<file path="config.mk">
export PLATFORM = sky130hd
export DESIGN_NAME = alu_param_hs
export DESIGN_NICKNAME = d
export VERILOG_FILES = /design/src/rtl/alu_param_pkg.sv /design/src/rtl/alu_iter_mul.sv /design/src/rtl/alu_param_hs.sv
export SDC_FILE = /design/constraint.sdc
export NUM_CORES = 1
export LEC_CHECK = 0
export ABC_AREA = 1
export CAP_MARGIN = 20
export CORE_ASPECT_RATIO = 1.5
export CORE_MARGIN = 5
export CORE_UTILIZATION = 25
export DETAILED_ROUTE_END_ITERATION = 6
export GPL_TIMING_DRIVEN = 0
export PLACE_DENSITY_LB_ADDON = 0.2
export RECOVER_POWER = 100
export SLEW_MARGIN = 20
export SYNTH_ARGS = -nofsm -noshare
export SYNTH_HDL_FRONTEND = slang
export SYNTH_SLANG_ARGS = --single-unit
export TNS_END_PERCENT = 5
</file>
<file path="constraint.sdc">
create_clock -name clk -period 3.9 [get_ports clk]
set_input_delay 1.17 -clock clk [delete_from_list [all_inputs] [get_ports clk]]
set_output_delay 1.17 -clock clk [all_outputs]
set_load 0.05 [all_outputs]
</file>
<file path="src/rtl/alu_param_pkg.sv">
// alu_param_pkg: opcode constants and controller state type shared by the ALU slice
package alu_param_pkg;
    localparam logic [3:0] OP_AND = 4'b0000;
    localparam logic [3:0] OP_OR  = 4'b0001;
    localparam logic [3:0] OP_ADD = 4'b0010;
    localparam logic [3:0] OP_MUL = 4'b0011;
    localparam logic [3:0] OP_SUB = 4'b0110;
    localparam logic [3:0] OP_SLT = 4'b0111;
    localparam logic [3:0] OP_NOR = 4'b1100;
    typedef enum logic [1:0] {IDLE, MUL, HOLD} stateT;
endpackage

</file>
<file path="src/rtl/alu_iter_mul.sv">
// alu_iter_mul: shift-add multiplier, one multiplier bit per cycle, done on the last bit
module alu_iter_mul #(
    parameter int WIDTH = 6
) (
    input  logic               clk,
    input  logic               rst,
    input  logic               start,
    input  logic [WIDTH-1:0]   a,
    input  logic [WIDTH-1:0]   b,
    output logic               done,
    output logic [2*WIDTH-1:0] product
);
    localparam int CW = $clog2(WIDTH);
    logic [2*WIDTH-1:0] mcand;
    logic [2*WIDTH-1:0] acc;
    logic [WIDTH-1:0]   mplier;
    logic [CW-1:0]      cnt;
    logic               busy;
    assign product = acc + (mplier[0] ? mcand : '0);
    assign done    = busy && cnt == CW'(WIDTH - 1);
    // load operands on start, then fold in one partial product per cycle
    always_ff @(posedge clk) begin
        if (rst) begin
            busy   <= 1'b0;
            cnt    <= '0;
            acc    <= '0;
            mcand  <= '0;
            mplier <= '0;
        end else if (start) begin
            busy   <= 1'b1;
            cnt    <= '0;
            acc    <= '0;
            mcand  <= {{WIDTH{1'b0}}, a};
            mplier <= b;
        end else if (busy) begin
            acc    <= product;
            mcand  <= mcand << 1;
            mplier <= mplier >> 1;
            cnt    <= cnt + 1'b1;
            busy   <= !done;
        end
    end
endmodule

</file>
<file path="src/rtl/alu_param_hs.sv">
// alu_param_hs: handshaked ALU with registered result/flags; MUL only when ALU_PARAM_HS_MUL_EN is defined
module alu_param_hs
    import alu_param_pkg::*;
#(
    parameter int WIDTH = 6
) (
    input  logic             clk,
    input  logic             rst,
    input  logic             in_valid,
    output logic             in_ready,
    input  logic [WIDTH-1:0] a,
    input  logic [WIDTH-1:0] b,
    input  logic             carry_in,
    input  logic [3:0]       alu_op,
    output logic             out_valid,
    input  logic             out_ready,
    output logic [WIDTH-1:0] result,
    output logic             carry_out,
    output logic             overflow,
    output logic             zero,
    output logic             illegal
);
    stateT            state;
    logic             accept;
    logic             isSub;
    logic             isArith;
    logic             isMul;
    logic             isLegal;
    logic [WIDTH-1:0] bOp;
    logic [WIDTH:0]   sum;
    logic [WIDTH-1:0] nextResult;
    logic             nextCarry;
    logic             nextOvf;
    assign in_ready  = !rst && (state == IDLE || (state == HOLD && out_ready));
    assign out_valid = state == HOLD;
    assign accept    = in_valid && in_ready;
    assign isSub     = alu_op == OP_SUB;
    assign isArith   = alu_op == OP_ADD || isSub;
    assign bOp       = isSub ? ~b : b;
    assign sum       = {1'b0, a} + {1'b0, bOp} + {{WIDTH{1'b0}}, isSub | carry_in};
`ifdef ALU_PARAM_HS_MUL_EN
    logic                 mulDone;
    logic [2*WIDTH-1:0]   mulProduct;
    assign isMul = alu_op == OP_MUL;
    alu_iter_mul #(.WIDTH(WIDTH)) mulUnit (
        .clk(clk),
        .rst(rst),
        .start(accept && isMul),
        .a(a),
        .b(b),
        .done(mulDone),
        .product(mulProduct)
    );
`else
    assign isMul = 1'b0;
`endif
    // single-cycle ops; anything unrecognised falls through to zero
    always_comb begin
        isLegal    = isMul || alu_op == OP_AND || alu_op == OP_OR || isArith || alu_op == OP_SLT || alu_op == OP_NOR;
        nextResult = alu_op == OP_AND ? a & b :
                     alu_op == OP_OR  ? a | b :
                     isArith          ? sum[WIDTH-1:0] :
                     alu_op == OP_SLT ? {{(WIDTH-1){1'b0}}, $signed(a) < $signed(b)} :
                     alu_op == OP_NOR ? ~(a | b) : '0;
        nextCarry  = isArith && sum[WIDTH];
        nextOvf    = isArith && a[WIDTH-1] == bOp[WIDTH-1] && sum[WIDTH-1] != a[WIDTH-1];
    end
    // controller: accept into HOLD or MUL, hold until consumed, return to IDLE when drained
    always_ff @(posedge clk) begin
        if (rst) begin
            state     <= IDLE;
            result    <= '0;
            carry_out <= 1'b0;
            overflow  <= 1'b0;
            zero      <= 1'b0;
            illegal   <= 1'b0;
        end else if (accept && isMul) begin
            state <= MUL;
        end else if (accept) begin
            state     <= HOLD;
            result    <= nextResult;
            carry_out <= nextCarry;
            overflow  <= nextOvf;
            zero      <= nextResult == '0;
            illegal   <= !isLegal;
        end else if (state == HOLD && out_ready) begin
            state <= IDLE;
`ifdef ALU_PARAM_HS_MUL_EN
        end else if (state == MUL && mulDone) begin
            state     <= HOLD;
            result    <= mulProduct[WIDTH-1:0];
            carry_out <= 1'b0;
            overflow  <= |mulProduct[2*WIDTH-1:WIDTH];
            zero      <= mulProduct[WIDTH-1:0] == '0;
            illegal   <= 1'b0;
`endif
        end
    end
endmodule
</file>
==> Yosys cells after proc, flatten, opt, wreduce, memory -nomap -nowiden <==
Cells that the tools add are included.
{ "totals": {"regBits": 11, "inputBits": 21, "output_inout_bits": 12} }
{ "classes": {"add_sub_neg": 2, "n_lt_le_gt_ge": 1, "eq_ne": 7, "muxes": 8, "n_bitwise": 5, "reduce_logical": 18} }
{ "op_table": {"columns": ["cell", "n"], "rows": [
  ["$mux W6", 6],
  ["$not A6 Y6", 2],
  ["$eq A4 B3 Y1 const B", 2],
  ["$add A6 B6 Y7", 1],
  ["$add A7 B1 Y7", 1],
  ["$and A6 B6 Y6", 1],
  ["$logic_and A1 B1 Y1", 6],
  ["$logic_not A6 Y1", 1],
  ["$logic_or A1 B1 Y1", 6],
  ["$lt A6 B6 Y1", 1],
  ["$or A6 B6 Y6", 1],
  ["$eq A4 B1 Y1 const B", 1],
  ["$eq A4 B2 Y1 const B", 1],
  ["$eq A4 B4 Y1 const B", 1],
  ["$logic_not A4 Y1", 1],
  ["$mux W2", 2],
  ["$logic_not A1 Y1", 2],
  ["$logic_not A2 Y1", 1],
  ["$reduce_bool A2 Y1", 1],
  ["$eq A1 B1 Y1", 1],
  ["$ne A1 B1 Y1", 1],
  ["$or A1 B1 Y1", 1]
]} }

==> Logic depth before layout (Yosys ltp) <==
{ "depth": {"ltp_word": 8, "mapped_depth": 16, "depth_no_buf": 16} }

==> Least setup slack after synthesis <==
OpenSTA, ideal clock, no wires.
{ "synth_path": {"path_kind": "input-to-reg", "startpoint": "input alu_op[1]", "endpoint": "register zero", "setup_time_ns": 0.070, "arrival_time_ns": 3.680, "required_ns": 3.830, "slack_ns": 0.150, "stages": 14, "cell_sequence": "inv_1 nor3_2 nand2_2 xor2_1 fa_1 fa_1 or2_2 nand3_1 nand3_1 nor2_1 nand3_1 nor2_1 nand3_1 a21oi_1"} }
{ "synth_via": {"elab_chain_len": 8, "elab_cells_between_ends": 17} }
{ "synth_rtl": {"columns": ["item", "line_no", "rtl"], "rows": [
  ["start, declared", "alu_param_hs.sv:14", "input logic [3:0] alu_op,"],
  ["$eq A4 B3 Y1", "alu_param_hs.sv:37", "assign isSub = alu_op == OP_SUB;"],
  ["$mux W6", "alu_param_hs.sv:39", "assign bOp = isSub ? ~b : b;"],
  ["$add A6 B6 Y7", "alu_param_hs.sv:40", "assign sum = {1'b0, a} + {1'b0, bOp} + {{WIDTH{1'b0}}, isSub | carry_in};"],
  ["$add A7 B1 Y7", "alu_param_hs.sv:40", null],
  ["$mux W6", "alu_param_hs.sv:62", "isArith ? sum[WIDTH-1:0] :"],
  ["$mux W6", "alu_param_hs.sv:61", "alu_op == OP_OR ? a | b :"],
  ["$mux W6 (*)", "alu_param_hs.sv:60", "nextResult = alu_op == OP_AND ? a & b :"],
  ["$logic_not A6 Y1 (*)", "alu_param_hs.sv:84", "zero <= nextResult == '0;"],
  ["end signal, assigned", "alu_param_hs.sv:75", "zero <= 1'b0;"],
  ["end signal, assigned", "alu_param_hs.sv:84", null],
  ["end, declared", "alu_param_hs.sv:20", "output logic zero,"]
]} }
Every way passes the cells marked *; elsewhere a longest branch is shown, timed or not.
A chain may end at the register's enable or synchronous reset.

==> Worst setup path after layout <==
{ "layout_path": {"startpoint": "input b[0]", "endpoint": "register zero"} }
{ "layout_via": {"elab_chain_len": 8, "elab_cells_between_ends": 14} }
{ "layout_rtl": {"columns": ["item", "line_no", "rtl"], "rows": [
  ["start, declared", "alu_param_hs.sv:12", "input logic [WIDTH-1:0] b,"],
  ["$not A6 Y6 or $or A6 B6 Y6 (tied branches)", "alu_param_hs.sv:39, alu_param_hs.sv:61, alu_param_hs.sv:64", null],
  ["$mux W6 or $not A6 Y6 (tied branches)", "alu_param_hs.sv:39, alu_param_hs.sv:64", null],
  ["$add A6 B6 Y7 or $mux W6 (tied branches)", "alu_param_hs.sv:40, alu_param_hs.sv:64", null],
  ["$add A7 B1 Y7 or $mux W6 (tied branches)", "alu_param_hs.sv:40, alu_param_hs.sv:63", null],
  ["$mux W6", "alu_param_hs.sv:62", null],
  ["$mux W6", "alu_param_hs.sv:61", null],
  ["$mux W6 (*)", "alu_param_hs.sv:60", null],
  ["$logic_not A6 Y1 (*)", "alu_param_hs.sv:84", null]
]} }
Marks and branches as above.

==> run_results.csv <==
group,metric,value,unit
run_status,status,"complete, no violations",
routing,vias,1358,
worst_setup_path,required,4080,ps
timing,setup_viol,0,
placed_design,dp_hpwl,3040,um
logic_synthesis,synth_top_family_by_area,"simple AND/OR/NAND/NOR gates",
worst_setup_path,cp_max_fo,3,
routing,drcViolationCount,0,
routing,first_pass_iters,4,
grt,antenna_found_initial,0,
logic_synthesis,ys_warn_count,0,
logic_synthesis,synth_xor_area_frac,0.0403,
pwr,power.density,232,nW/um^2
timing,tns,0,ps
logic_synthesis,yosysUniqueCellTypes,24,
floorplanning,core_area,5120,um^2
cts,root_buffer,"clkbuf_8",
routing,routedWlPerCell,11.5,um
worst_setup_path,cp-end-kind,"flip-flop",
logic_synthesis,yosysSeqAreaShare,0.169,
cts,cts-htree-levels,1,
grt,grt_max_degree,11,
logic_synthesis,avgSynthCellArea,6.42,um^2
grt,grt.overflow.total,0,
routing,viasPerCell,4.39,
cells_and_area,drive_gt1_frac,0.0954,
logic_synthesis,synth_cells,203,
cells_and_area,finish.cell_count_without_fillers,309,
floorplanning,io-pin-count,33,
logic_synthesis,yosys.area_share.simple,0.374,
timing,min_period_over_period,0.933,
logic_synthesis,synth_compound_area_frac,0.0864,
floorplanning,rows,32,
cells_and_area,fillers,620,
pwr,ir_drop,75.0,uV
cts,clk_pin_slew,50,ps
cts,insertion_delay,240,ps
placed_design,port_buffers,32,
pwr,comb_power_share,0.427,
pwr,finalPower,413,uW
cells_and_area,fin_nets,285,
timing,slew_violations,0,
timing,hold_viol_final,0,
pwr,p_clk_frac,0.276,
cts,cts_buffers,3,
hold_path,hp-class,"flip-flop to flip-flop",
timing,max_freq,0.275,GHz
floorplanning,dieArea,6790,um^2
worst_setup_path,cp-start-kind,"input port",
cts,cts_hold_buf,0,
floorplanning,die_x,69.0,um
routing,drtIter0Drc,38,
grt,track_usage,0.116,
routing,wl,3560,um
worst_setup_path,worstSetupPathType,"input port to flip-flop",
timing,period_needed,3640,ps
pwr,power_switching,154,uW
placed_design,place_congestion,0.854,
run,max_cap_violations,0,
timing,rsz0062_at_grt,"false",
cells_and_area,area_growth,36.3,%
timing,holdWs,459,ps
grt,grt_pass1_wl,6050,um
timing,maxSlewHeadroom,0.470,
grt,grt_pass1_vias,1374,
pwr,intPower,259,uW
cells_and_area,design_area,1780,um^2
timing,tightest_slew,789,ps
logic_synthesis,synth-adder-area-share,0.223,
logic_synthesis,synth_seq_cells,11,
placed_design,placed_area,1710,um^2
floorplanning,die_h,98.4,um
timing,clock_skew,1.34,ps
cells_and_area,diodes,0,
cts,cts_tree,"yes",
cts,clkSinkCount,11,
pwr,p_seq_frac,0.297,
pwr,p_sw_frac,0.374,
logic_synthesis,synth_nets,246,
pwr,p_leak,0.898,nW
routing,ant_nets,0,
floorplanning,initial_utilization,0.254,
cts,cts_max_path_buffers,2,
worst_setup_path,arrival,3810,ps
logic_synthesis,syn_area,1300,um^2
logic_synthesis,synth_mux_area_frac,0,
placed_design,dp_cells,303,
worst paths after layout:
| path | start | end | cells past startpoint | slack [ps] |
|---|---|---|---|---|
| hold reg to reg | result[2]$_SDFFE_PP0P_ | result[2]$_SDFFE_PP0P_ | 2 | 460 |
| hold / removal | result[2]$_SDFFE_PP0P_ | result[2]$_SDFFE_PP0P_ | 2 | 460 |
| setup / recovery | b[0] | zero$_SDFFE_PP0P_ | 13 | 260 |
| setup reg to reg | state[1]$_SDFFE_PP0P_ | zero$_SDFFE_PP0P_ | 9 | 2090 |
stage by stage:
step	setup slack (ps)	utilization
after global placement	-997	0.333
after CTS	7.36	0.349
after global routing	81.9	0.347
after floorplan	150	-
final	263	0.347
after detailed placement	-1020	0.333
layer usage:
metal,track usage,vias to the layer above,wire [um],part of all wire
li1,-,729,-,-
met1,0.132,584,1420,0.40
met2,0.197,33,1820,0.51
met3,0.00798,12,160,0.045
met4,0.0796,0,163,0.046
met5,0,-,0,0
power by group through the flow:
stage                     clock network, mW  logic, mW  registers [mW]
after global routing                  0.123      0.200           0.123
after floorplan                           0     0.0876           0.150
final                                 0.114      0.176           0.123
after CTS                             0.118      0.184           0.123
after global placement                    0      0.178           0.125
after detailed placement                  0      0.179           0.125
synth_stat cells (all sizes together):
cell type   n  area (um^2)
or2         2         12.5
xor2        6         52.6
inv        36          135
nor3        4         30.0
nand2      51          201
and3        1         7.51
ha         20          250
a21oi      11         55.1
fa          2         40.0
nand4       5         31.3
nor2       17         73.8
o211ai      1         7.51
o21ai       6         30.0
o21bai      1         7.51
a31oi       2         12.5
and2        1         6.26
dfxtp      11          220
nand3      25          125
buf         1         5.00
cell type report:
type | instances | area [um^2] | share of cell area
flip-flops and latches | 11 | 220 | 0.124
inverters | 36 | 135 | 0.0761
repair buffers | 34 | 325 | 0.183
well taps | 68 | 85.1 | 0.0479
multi-input cells | 155 | 961 | 0.541
plain buffers | 1 | 5.00 | 0.00282
clock buffers | 4 | 45.0 | 0.0254
cells by family (layout without fill, tap and decap cells):
family / Yosys count / in the layout
simple gates: 106 / 106
fa+ha+maj: 22 / 22
compound gates: 21 / 21
flops: 11 / 11
buf+inv: 37 / 75
xor+xnor: 6 / 6
sequential cells by signal, summed over array words and instances, names as in the netlist:
register   flops
overflow       1
illegal        1
state          1
carry_out      1
result         6
zero           1
placed cells by master (no fill, tap or decap), types with 2 or more instances in the layout:
master,count
nand2_1,49
inv_1,33
nand3_1,25
ha_1,20
clkdlybuf4s50_1,14
dlygate4sd3_1,13
nor2_1,11
dfxtp_1,11
a21oi_1,10
xor2_1,6
nor2_2,6
o21ai_0,6
nand4_1,5
clkbuf_1,4
inv_2,3
nor3_1,3
clkbuf_8,3
nand2_4,2
or2_2,2
a31oi_1,2
dlymetal6s2s_1,2
critical path, stage by stage:
cell and delay (ps):
clkdlybuf4s50_1 520, inv_1 80, xor2_1 180, fa_2 370, fa_1 420, or2_2 310, nand3_1 100, nand3_1 100
nor2_2 110, nand3_1 100, nor2_2 110, nand3_1 110, a21oi_2 120
timing repair:
item,CTS,global route
pin swaps,1,2
resized for setup,7,7
endpoints found under the setup margin,6,1
setup buffers,2,0
No activity file was read; power rests on OpenSTA's default activity.
==> RTL change 1 (same settings) <==
The parameter `WIDTH` goes from 6 to 3.
--- a/src/rtl/alu_param_hs.sv
+++ b/src/rtl/alu_param_hs.sv
@@ -2,7 +2,7 @@
 module alu_param_hs
     import alu_param_pkg::*;
 #(
-    parameter int WIDTH = 6
+    parameter int WIDTH = 3
 ) (
     input  logic             clk,
     input  logic             rst,
Interface: changed (resized a, b and result); port bits go from 33 to 24. No check against the original RTL was run, so the function may have changed too.
==> RTL change 1 against the original RTL <==
  * Sequential cell count fell by 3
  * Clock power fell by 16%
  * Power fell by 32%
  * Via count fell by 45%
  * Combinational power fell by 44%
  * Register-to-register slack improved by 0.28 ns
  * Synthesized area fell by 40%
  * Design area fell by 40%
  * Clock skew barely moved
  * Global-route usage fell by 2.7 points
  * Utilization rose by 1.6 points
  * Count of clock-buffer cells in the layout fell by 1
  * Worst setup slack got worse by 0.13 ns
  * Wire length fell by 51%
  * Highest routed layer unchanged
==> RTL change 1: results (changes against the original RTL) <==
RR Startpoint = state[1]
detailed placement HPWL = 1.47 mm (-52%)
WL per Instance = 9.62 um (-17%)
worst setup path end = in_ready
sequential power share = 0.313 (+0.016)
slowest stage delay, CP = 0.81 ns (+0.29 ns)
first-pass GRT wire length = 3.19 mm (-47%)
maximum vdd drop = 110 uV (+46%)
post-CTS setup repair buffer count = 0 (-2)
clock latency on the worst-skew pair = 0.22 ns (-0.02 ns)
Clock Skew = 0.00114 ns (-0.000201 ns)
CP max-delay cell = clkdlybuf4s50_1
Layout Nets = 169 (-41%)
# diodes = 0 (unchanged)
status = finished clean
Max FO, Critical Path = 3 (unchanged)
Pint = 0.193 mW (-26%)
sequential cell area fraction in the yosys report = 0.206 (+0.0375)
All-Layer GR Usage = 0.0889 (-0.0272)
leak pwr = 0.529 nW (-41%)
layout cells sized above 1 = 0.0986 (+0.00316)
Worst Path Arrival = 2.60 ns (-1.21 ns)
initial detailed-routing violation count = 3 (-92%)
P_clk = 0.0956 mW (-16%)
DR vias = 748 (-45%)
register with the most flip-flops = result
ys flop type = dfxtp_1
Rows = 24 (-25%)
Post-synth top cells = nand2_1, inv_1, nor2_1
post-place instance area = 0.00104 mm^2 (-39%)
worst hold start = result[2]
CP delay by family, top = buffers and inverters
Worst Setup SP = out_ready
R2R depth = 6 (-3)
number of flip-flops under the largest register name = 3 (-3)
IO buf count = 22 (-31%)
gpl congestion = 0.743 (-13%)
Detailed Routing Iterations Pass 1 = 2 (-2)
WHS Endpoint = result[2]
R2R Setup Slk = 2.37 ns (+0.28 ns)
Filler Cells Inserted = 360 (-42%)
Worst-Margin Slew = 0.825 ns (+0.0365 ns)
async set-or-reset flop fraction in the synthesized netlist = 0 (unchanged)
count of cell types in the netlist = 22 (-8.3%)
Area contributors post-synth = dfxtp_1, nand2_1, ha_1
vias in the first global route = 766 (-44%)
syn_nets = 142 (-42%)
==> RTL change 1: changes by cell type in the layout (fill, tap and decap cells not counted), sizes merged, moves of 4 or more <==
cell,delta
dlygate4sd3,-5
inv,-13
nand3,-19
a21oi,-4
nand2,-21
ha,-12
clkbuf,-4
o21ai,-4
==> RTL change 1: what timing repair did <==
item / 4_1_cts / 5_1_grt
setup endpoints to repair: 0 / 2
endpoints found under the hold margin: 0 / 0
gates resized for setup: 0 / 2
hold buffers: 0 / 0
==> RTL change 1: area by class of cell <==
class                   instances  area share
inverters                      23      0.0808
multi-input cells              85       0.466
plain buffers                   1      0.0105
clock buffers                   3      0.0386
well taps                      39      0.0457
repair buffers                 22       0.208
flip-flops and latches          8       0.150
==> RTL change 1: cell families after synthesis <==
kind of cell,Yosys count,share of synthesized area
fa+ha+maj,10,0.181
xor+xnor,3,0.0339
flops,8,0.206
simple gates,61,0.373
compound gates,11,0.0806
buf+inv,24,0.126
==> RTL change 1: routing by layer <==
layer / part of all wire / GRT usage / vias up / wire length, um
li1: - / - / 417 / -
met2: 0.49 / 0.154 / 21 / 852
met4: 0.020 / 0.0462 / 0 / 34
met5: 0 / 0 / - / 0
met3: 0.057 / 0.0213 / 5 / 100
met1: 0.43 / 0.0998 / 305 / 754
==> RTL change 1: per-stage QoR <==
| stage | hold slack (ns) | setup slack, ns | total power, mW | cells | util |
|---|---|---|---|---|---|
| floorplan | 0.686 | 0.773 | 0.154 | 117 | - |
| global placement | 0.455 | -0.0501 | 0.191 | 178 | 0.355 |
| detailed placement | 0.458 | -0.0726 | 0.192 | 178 | 0.355 |
| CTS | 0.464 | 0.0846 | 0.290 | 181 | 0.369 |
| global route | 0.492 | 0.0231 | 0.302 | 181 | 0.363 |
| finish | 0.459 | 0.130 | 0.282 | 181 | 0.363 |
==> RTL change 2 (same flow settings) <==
Without the edit above. Encoding of `stateT`: now one-hot (3 bits for 3 states).
--- a/src/rtl/alu_param_pkg.sv
+++ b/src/rtl/alu_param_pkg.sv
@@ -7,6 +7,6 @@
     localparam logic [3:0] OP_SUB = 4'b0110;
     localparam logic [3:0] OP_SLT = 4'b0111;
     localparam logic [3:0] OP_NOR = 4'b1100;
-    typedef enum logic [1:0] {IDLE, MUL, HOLD} stateT;
+    typedef enum logic [2:0] {IDLE = 3'b001, MUL = 3'b010, HOLD = 3'b100} stateT;
 endpackage
 
Behaviour: no difference found for any inputs over 10 cycles, from zero or initial values and one cycle with rst high; not proved beyond that.
==> RTL change 2 against the original RTL <==
  * Utilization fell by 0.55 points
  * Sequential cell count is 1 higher
  * Sequential share of layout area up 0.62 points
  * Wire length down 1.5%
  * Synthesized area grew 6.0%
  * Design area is 3.9% higher
  * Worst setup slack improved by 0.0024 ns
  * Power grew 10%
  * Highest routed layer unchanged
==> RTL change 2: results (changes against the original RTL) <==
status = finished clean
Post-Layout Cell Count = 320 (+3.6%)
Area contributors post-synth = ha_1, dfxtp_1, nand2_1
DR vias = 1362 (+0.29%)
Layout Nets = 295 (+3.5%)
All-Layer GR Usage = 0.106 (-0.0102)
WL per Instance = 11.0 um (-4.9%)
CTS clk-pin slew, worst paths = 0.05 ns (about the same)
gpl congestion = 0.767 (-10%)
post-place setup slack = -0.701 ns (+0.319 ns)
detailed placement HPWL = 3.07 mm (+1.0%)
Synth Warn # = 0 (unchanged)
Detailed Routing Iterations Pass 1 = 4 (unchanged)
# diodes = 0 (unchanged)
syn_nets = 258 (+4.9%)
clock latency on the worst-skew pair = 0.24 ns (about the same)
Worst-Margin Slew = 0.595 ns (-0.194 ns)
largest net degree at the start of global routing = 11 (unchanged)
post-CTS setup repair buffer count = 0 (-2)
Clock Skew = 0.00126 ns (-0.0000819 ns)
Max FO, Critical Path = 7 (+4)
async set-or-reset flop fraction in the synthesized netlist = 0 (unchanged)
Syn Inst Count = 215 (+5.9%)
maximum vdd drop = 75.5 uV (+0.73%)
depth of the CTS H-tree = 1 (unchanged)
first-pass GRT wire length = 6.11 mm (+1.0%)
layout cells sized above 1 = 0.100 (+0.00456)
ys flop type = dfxtp_1
Worst Path Arrival = 3.81 ns (about the same)
sequential cell area fraction in the yosys report = 0.174 (+0.00485)
count of cell types in the netlist = 26 (+8.3%)
post-place instance area = 0.00179 mm^2 (+4.8%)
TritonCTS Buffers = 3 (unchanged)
TNS Setup = 0 ns (unchanged)
leak pwr = 0.957 nW (+6.5%)
CP max-delay cell = clkdlybuf4s50_1
Post-synth top cells = nand2_1, inv_1, ha_1
slowest stage delay, CP = 0.64 ns (+0.12 ns)
CP delay by family, top = adder cells
RTL change 2: cell count changes after synthesis, moves of 2 or more:
cell      change
a31oi_1       -2
nand3_2       +2
nor3_2        -2
nand4_1       +3
nand2_1       +4
nor3_1        +2
nand3_1       -6
nand3b_1      +2
a21oi_2       +4
inv_2         +5
or2_0         +2
RTL change 2: repair_timing:
action / CTS / global route
pin swaps: 0 / 1
endpoints found under the setup margin: 4 / 3
endpoints found under the hold margin: 0 / 0
resized for setup: 7 / 4
RTL change 2: layer usage:
layer	part of all wire	routed length, um	vias to the layer above	GRT usage
li1	-	-	753	-
met1	0.40	1400	586	0.105
met2	0.56	1970	19	0.217
met3	0.025	89	4	0.00998
met4	0.014	49	0	0.0434
met5	0	0	-	0
RTL change 2: cells by family (layout without fill, tap and decap cells):
group                    Yosys count  after routing  synth area share
AND/OR/NAND/NOR                  110            110             0.365
buffers and inverters             44             79             0.123
adder cells (fa/ha/maj)           22             22             0.210
AO/OA/AOI/OAI                     21             21            0.0905
flip-flops                        12             12             0.174
XOR/XNOR                           6              6            0.0380
RTL change 2: cell type report:
type / count / area, um^2
Timing Repair Buffer: 32 / 314
Clock buffer: 3 / 41.3
Buffer: 2 / 7.51
Inverter: 42 / 163
Tap cell: 70 / 87.6
Multi-Input combinational cell: 159 / 992
Fill cell: 603 / 3560
Sequential cell: 12 / 240
RTL change 2: worst paths after layout:
check / startpoint / end / slack [ns] / cells past startpoint
min reg2reg: result[3] / result[3] / 0.47 / 2
min: result[3] / result[3] / 0.47 / 2
max: alu_op[2] / zero / 0.27 / 14
max reg2reg: state[0] / result[2] / 2.22 / 7
RTL change 2: report_power, final:
part           internal (mW)  total (mW)  switching (mW)
Clock                 0.0677       0.109          0.0414
Sequential             0.135       0.141         0.00582
Combinational         0.0757       0.205           0.129
